--- src/rtl/l2todr_pfreq_queue_pkg.sv ---
// ---------------------------------------------------------------------------
// l2todr_pfreq_queue_pkg
//
// Purpose: request type and address-width constants shared by the L2 to
// directory prefetch request queue. Stands in for the scmem.vh definitions
// of I_l2todr_pfreq_type so the slice builds on its own.
//
// Contents:
//   SC_PADDRBITS        line-address width carried in a prefetch request
//   SC_NODEIDBITS       requesting node id width
//   I_l2todr_pfreq_type packed request payload {nid, paddr}
//
// Feature macro used by consumers of this package: L2TODR_PFQ_DEDUP_EN
// (drop pushes whose paddr already sits in the queue).
// ---------------------------------------------------------------------------
package l2todr_pfreq_queue_pkg;

  localparam int SC_PADDRBITS  = 50;
  localparam int SC_NODEIDBITS = 5;

  typedef struct packed {
    logic [SC_NODEIDBITS-1:0] nid;
    logic [SC_PADDRBITS-1:0]  paddr;
  } I_l2todr_pfreq_type;

endpackage

--- src/rtl/l2todr_pfreq_match.sv ---
// ---------------------------------------------------------------------------
// l2todr_pfreq_match
//
// Purpose: combinational DEPTH-way line-address compare used to suppress
// duplicate prefetch requests. Only built when L2TODR_PFQ_DEDUP_EN is
// defined.
//
// Ports:
//   entry_valid  in  DEPTH            occupancy mask of queue slots
//   entry_paddr  in  DEPTH x PADDR    line address held in each slot
//   req_paddr    in  PADDR            incoming request line address
//   hit          out 1                some occupied slot holds req_paddr
// ---------------------------------------------------------------------------
`ifdef L2TODR_PFQ_DEDUP_EN
module l2todr_pfreq_match
  import l2todr_pfreq_queue_pkg::*;
#(
  parameter int DEPTH = 8
) (
  input  logic [DEPTH-1:0]        entry_valid,
  input  logic [SC_PADDRBITS-1:0] entry_paddr [DEPTH],
  input  logic [SC_PADDRBITS-1:0] req_paddr,
  output logic                    hit
);

  logic [DEPTH-1:0] slot_hit;

  for (genvar gi = 0; gi < DEPTH; gi++) begin : g_cmp
    assign slot_hit[gi] = entry_valid[gi] && (entry_paddr[gi] == req_paddr);
  end

  assign hit = |slot_hit;

endmodule
`endif

--- src/rtl/l2todr_pfreq_queue.sv ---
// ---------------------------------------------------------------------------
// l2todr_pfreq_queue
//
// Purpose: circular prefetch-request buffer between the L2 prefetch port and
// the directory bank. Never stalls the L2; when full and not draining, the
// oldest entry is overwritten and a saturating drop counter increments.
//
// Parameters:
//   DEPTH  queue entries (4, 8 or 16)
//   CNTW   drop counter width
//
// Ports:
//   clk                 in   clock, posedge
//   reset               in   synchronous, active-high
//   l2todr_pfreq_valid  in   L2 request valid
//   l2todr_pfreq_retry  out  retry to L2 (only while reset)
//   l2todr_pfreq        in   request payload
//   dr_pfreq_valid      out  request valid toward directory
//   dr_pfreq_retry      in   retry from directory
//   dr_pfreq            out  oldest queued request
//   pfreq_drop_cnt      out  saturating overflow-drop count
//
// Build option: L2TODR_PFQ_DEDUP_EN discards pushes whose paddr matches any
// queued entry (including one popping this cycle); such discards are not
// counted as drops.
// ---------------------------------------------------------------------------
module l2todr_pfreq_queue
  import l2todr_pfreq_queue_pkg::*;
#(
  parameter int DEPTH = 8,
  parameter int CNTW  = 16
) (
  input  logic               clk,
  input  logic               reset,
  input  logic               l2todr_pfreq_valid,
  output logic               l2todr_pfreq_retry,
  input  I_l2todr_pfreq_type l2todr_pfreq,
  output logic               dr_pfreq_valid,
  input  logic               dr_pfreq_retry,
  output I_l2todr_pfreq_type dr_pfreq,
  output logic [CNTW-1:0]    pfreq_drop_cnt
);

  localparam int PTRW = $clog2(DEPTH);
  localparam int CW   = PTRW + 1;
  localparam logic [CW-1:0] FULL_CNT = CW'(DEPTH);

  logic [PTRW-1:0]    head_q, head_d;
  logic [PTRW-1:0]    tail_q, tail_d;
  logic [CW-1:0]      count_q, count_d;
  logic [CNTW-1:0]    drop_q, drop_d;
  I_l2todr_pfreq_type storage_q [DEPTH];

  logic push_req;
  logic push;
  logic pop;
  logic full;
  logic overflow;

  // The L2 is held off only while the block is in reset.
  assign l2todr_pfreq_retry = reset;

  assign dr_pfreq_valid = (count_q != '0);
  assign dr_pfreq       = storage_q[head_q];
  assign pfreq_drop_cnt = drop_q;

  assign push_req = l2todr_pfreq_valid && !l2todr_pfreq_retry;
  assign pop      = dr_pfreq_valid && !dr_pfreq_retry;
  assign full     = (count_q == FULL_CNT);

`ifdef L2TODR_PFQ_DEDUP_EN
  logic [DEPTH-1:0]        entry_valid;
  logic [SC_PADDRBITS-1:0] entry_paddr [DEPTH];
  logic                    dup_hit;

  // A slot is occupied when its distance from head (mod DEPTH) is below
  // count. The popping entry is still counted, so it also suppresses pushes.
  for (genvar gi = 0; gi < DEPTH; gi++) begin : g_valid
    logic [PTRW-1:0] dist;
    assign dist            = PTRW'(gi) - head_q;
    assign entry_valid[gi] = ({1'b0, dist} < count_q);
    assign entry_paddr[gi] = storage_q[gi].paddr;
  end

  l2todr_pfreq_match #(
    .DEPTH (DEPTH)
  ) u_match (
    .entry_valid (entry_valid),
    .entry_paddr (entry_paddr),
    .req_paddr   (l2todr_pfreq.paddr),
    .hit         (dup_hit)
  );

  assign push = push_req && !dup_hit;
`else
  assign push = push_req;
`endif

  // Full with no drain: the new entry lands in the head slot and the head
  // moves on, discarding the oldest request.
  assign overflow = push && full && !pop;

  always_comb begin
    head_d  = head_q;
    tail_d  = tail_q;
    count_d = count_q;
    drop_d  = drop_q;

    if (push) begin
      tail_d = tail_q + PTRW'(1);
    end
    if (pop || overflow) begin
      head_d = head_q + PTRW'(1);
    end

    if (push && !pop && !full) begin
      count_d = count_q + CW'(1);
    end else if (pop && !push) begin
      count_d = count_q - CW'(1);
    end

    if (overflow && !(&drop_q)) begin
      drop_d = drop_q + CNTW'(1);
    end
  end

  always_ff @(posedge clk) begin
    if (reset) begin
      head_q  <= '0;
      tail_q  <= '0;
      count_q <= '0;
      drop_q  <= '0;
    end else begin
      head_q  <= head_d;
      tail_q  <= tail_d;
      count_q <= count_d;
      drop_q  <= drop_d;
    end
  end

  // Payload storage carries no reset; occupancy is tracked by count.
  always_ff @(posedge clk) begin
    if (push) begin
      storage_q[tail_q] <= l2todr_pfreq;
    end
  end

endmodule
--- config.mk ---
export PLATFORM = sky130hd
export DESIGN_NAME = l2todr_pfreq_queue
export DESIGN_NICKNAME = d
export VERILOG_FILES = /design/src/rtl/l2todr_pfreq_queue_pkg.sv /design/src/rtl/l2todr_pfreq_match.sv /design/src/rtl/l2todr_pfreq_queue.sv
export SDC_FILE = /design/constraint.sdc
export NUM_CORES = 1
export LEC_CHECK = 0
export ABC_AREA = 1
export ABC_CLOCK_PERIOD_IN_PS = 4400
export CAP_MARGIN = 20
export CELL_PAD_IN_SITES_DETAIL_PLACEMENT = 1
export CELL_PAD_IN_SITES_GLOBAL_PLACEMENT = 1
export CORE_ASPECT_RATIO = 1.5
export CORE_UTILIZATION = 43
export CTS_CLUSTER_DIAMETER = 80
export DETAILED_ROUTE_END_ITERATION = 8
export PLACE_DENSITY_LB_ADDON = 0.1
export SLEW_MARGIN = 20
export SYNTH_ARGS = -nofsm -noshare
export SYNTH_HDL_FRONTEND = slang
export SYNTH_HIERARCHICAL = 1
export SYNTH_SLANG_ARGS = --single-unit
--- constraint.sdc ---
create_clock -name clk -period 4.4 [get_ports clk]
set_clock_uncertainty 0.05 [all_clocks]
set_input_delay 1.32 -clock clk [delete_from_list [all_inputs] [get_ports clk]]
set_output_delay 1.32 -clock clk [all_outputs]
set_load 0.005 [all_outputs]
==> metrics list <==
* End of the critical path: dr_pfreq[28]
- For this design, the slowest cell found on the critical path is dfxtp_4.
- Library cell used as clock root buffer: clkbuf_16
* Compound-gate portion of the synthesized area: 10.69%
- The synthesized netlist devotes 11.33% of its cell area to simple gates.
- Final min period: 4.270 ns
* Number of buffers inserted during clock tree synthesis: 45
* Class of the most critical setup path: reg -> out
- After floorplanning, the core was sized to cover 42,250 um2.
- Timing would allow up to 234.2 MHz.
* Boundary pin count: 132
- Max-slew violation count: 0
* Worst-margin pin slew: 0.6207 ns
* R2r setup slk: 1.97 ns
- EDFF count, synth: 440
* Gate count of the mapped netlist: 1,485
* Final hold slack: 0.4407 ns
* Overall global routing resource usage: 21.37%
- At the worst endpoint, the required time is 3.03 ns.
- HP Class: reg -> reg
- CTS tree: built
- STA classifies the critical path endpoint as an output pin.
- Summed over all cells, the static leakage comes to 7.201 nW.
- Critical path peak fanout: 83
- By area, the combinational part of the netlist is dominated by simple AND/OR/NAND/NOR gates.
- Tot Pwr: 0.01228 W
- The synthesized netlist devotes 0.4454% of its cell area to adder and majority cells.
- The number of nets handed over by synthesis was 1,550.
* Post-synthesis register bit count: 469
- First-pass iteration count of the detailed router: 5
- H-tree depth: 2
* Largest area contributor in the netlist: edfxtp_1
- For this configuration, the core starts out at a cell density of 43.88%.
- Result of the run: finished clean
- The initialized floorplan defines 92 standard-cell rows.
- Among all flip-flop cells after synthesis, the most frequent one is edfxtp_1.
* Power per cell area: 556.3 nW/um2
* Post-detail-place hpwl: 25.67 mm
- Summed over all failing endpoints, the final setup total negative slack is 0 ns.
- Setup violations remaining at the end of the flow were counted as 0.
- For this block, the via count after detailed routing is 12,030.
- The first global-routing pass estimated 71.05 mm of wire.
- In this run the most critical hold path is launched from head_q[0]$_SDFFE_PP0N_.
- Worst setup SP type: flip-flop
- Proportion of netlist area held by the largest area contributor: 71.27%
* DIE WIDTH: 171.5 um
- Max-cap violations: 0
- Reg-to-reg critical path startpoint: count_q[0]$_SDFFE_PP0P_
- Traced cell by cell, the critical path runs through buf_16 -> o21ai_0 -> o22ai_1 -> nor2_1 -> a31oi_1 -> clkdlybuf4s50_1.
- From synthesis to final layout, the design area changed by 19.12%.
* Depth of the worst register-to-register path: 11
- Worst stage delay on the critical path: 0.59 ns
- WL final: 46.67 mm
- Worst-case vdd ir drop: 0.2999 mV
* Number of remaining DRC errors: 0
* Via count of the first global-routing pass: 12,770
* Vert. Die Dim: 256.3 um
- RSZ-0062 raised after global routing: no
- Count of port buffers added during placement: 131
- Reg2reg end: count_q[3]$_SDFFE_PP0P_
* Post-DR wirelength/cell: 21.10 um
* Sink Count: 469
- Diode insertion count for antenna repair: 0
* Post-synth cell types: 33
- Leftover overflow at the end of global routing: 0
- Mean cell area of the mapped netlist: 12.48 um2
- The die covers 43,970 um2.
- Register area share after synthesis: 74.40%
- Yosys warning count: 6
- At the end of routability-driven placement, the weighted congestion stood at 0.7539.
- In the final design database the tool counted 1,676 nets.
- Among all cell types in the netlist, the one instantiated most often is edfxtp_1.
- No sink is reached through more buffers than the 3 on the longest clock path.
- Proportion of layout cells with a drive suffix above 1: 8.434%
- Top post-synthesis cells by area: edfxtp_1, nor2_1, o21ai_0, dfxtp_1, a31oi_1
- Of the total synthesized cell area, the portion taken by XOR and XNOR cells is 0.3779%.
- The number of antenna violations at the first check in global routing is 3.
- Headroom to the max-slew limit came out at 58.62%.
- Average vias per placed instance: 5.437
- Entering global routing, the biggest net connects 84 pins.
* Insertion delay of the later-clocked pin in the worst-skew pair: 0.55 ns
- The detail route stage leaves a number of antenna-violating nets equal to 0.
* Post-synthesis instance area: 18,540 um2
- Multiplexer fraction of the synthesized cell area: 0%
- Hold Fails Final Rpt: 0
* Clock transition time at the flip-flop clock pins of the worst setup and hold paths: 0.06 ns
- After the first detailed-routing iteration, the DRC count stood at 716.
- Fraction of registers with async set or reset after synthesis: 0%
- After layout, the worst path uses 97.04% of the clock period.
- Top cells by count, synth: edfxtp_1, nor2_1, o21ai_0
- CP Data Arrival Time: 2.90 ns
[metrics by stage]
stage          std cells  worst slack (ns)  instance area (um2)  utilization [%]
3_5_place_dp        2126            0.5188                20590            48.75
3_3_place_gp        2126            0.5329                20590            48.75
5_1_grt             2212          0.006092                22080            52.27
6_report            2212            0.1303                22080            52.27
2_1_floorplan       1485           -0.1975                18540                -
4_1_cts             2211           0.02802                22060            52.22
[metal layers]
layer / vias to the layer above / GRT usage [%] / wire (um)
met3: 64 / 3.843 / 2237
met4: 6 / 6.399 / 1015
li1: 5610 / - / -
met1: 6098 / 25.39 / 18900
met5: - / 0 / 42
met2: 248 / 38.71 / 24470
[kinds of logic after synthesis]
group | Yosys count
fa+ha+maj | 6
compound gates | 362
flops | 469
xor+xnor | 8
buf+inv | 113
simple gates | 527
[critical path, delay by kind of cell (launching register included)]
| kind | cells | cell delay (ns) |
|---|---|---|
| flip-flops | 1 | 0.59 |
| AO/OA/AOI/OAI | 3 | 0.71 |
| AND/OR/NAND/NOR | 1 | 0.06 |
| buffers and inverters | 2 | 0.93 |
[cell usage in the layout, fill, tap and decap left out, types with 2 or more instances in the layout]
| cell type | instances |
|---|---|
| xor2_1 | 4 |
| clkinvlp_4 | 2 |
| nor2_4 | 12 |
| clkinv_2 | 7 |
| ha_1 | 5 |
| a21oi_2 | 8 |
| o22ai_1 | 55 |
| xnor2_1 | 4 |
| nor3_1 | 3 |
| clkinv_1 | 14 |
| bufinv_16 | 4 |
| buf_4 | 27 |
| nor2_1 | 411 |
| inv_1 | 19 |
| buf_16 | 2 |
| nand2_1 | 65 |
| dfxtp_1 | 27 |
| nand4_1 | 5 |
| inv_6 | 2 |
| nand3_1 | 14 |
| clkdlybuf4s50_1 | 131 |
| a21oi_1 | 15 |
| inv_4 | 2 |
| o21ai_0 | 227 |
| clkbuf_16 | 47 |
| clkbuf_1 | 10 |
| nor2_2 | 3 |
| edfxtp_1 | 440 |
| a31oi_1 | 55 |
| nand2_2 | 11 |
| dfxtp_4 | 2 |
| buf_12 | 8 |
[report_power, final]
part           switching [W]  total, W  internal (W)
Combinational        0.00194   0.00339       0.00145
Clock                0.00161   0.00380       0.00219
Sequential          0.000126   0.00510       0.00497
Total                0.00367    0.0123       0.00861
[registers in the layout, indices dropped and copies added, names as in the netlist, named ones only]
| name | flops |
|---|---|
| storage_q | 440 |
| pfreq_drop_cnt | 16 |
| count_q | 4 |
| head_q | 3 |
| tail_q | 3 |
[worst min-delay path by stage]
stage / slack (ns) / endpoint / cells past startpoint
final: 0.44 / head_q[0]$_SDFFE_PP0N_ / 1
after global routing: 0.47 / head_q[0]$_SDFFE_PP0N_ / 1
after CTS: 0.44 / head_q[0]$_SDFFE_PP0N_ / 1
after detailed placement: 0.43 / head_q[0]$_SDFFE_PP0N_ / 1
after global placement: 0.42 / head_q[0]$_SDFFE_PP0N_ / 1
after floorplan: 0.40 / flip-flop / 1
[layout make-up]
cell class,count,area (um2)
inverter,23,97.59
sequential,469,13800
tap,564,705.7
fill,4295,20160
clock inverter,27,226.5
clock buffer,57,1214
multi-input combinational,903,4295
timing repair buffer,169,1744
[timing repair]
item                       CTS  global route
pin swaps                    0             0
resized for setup            0             1
buffers inserted             1             1
setup endpoints to repair    5             5
hold buffers                 0             0
No activity file was read; power rests on OpenSTA's default activity.
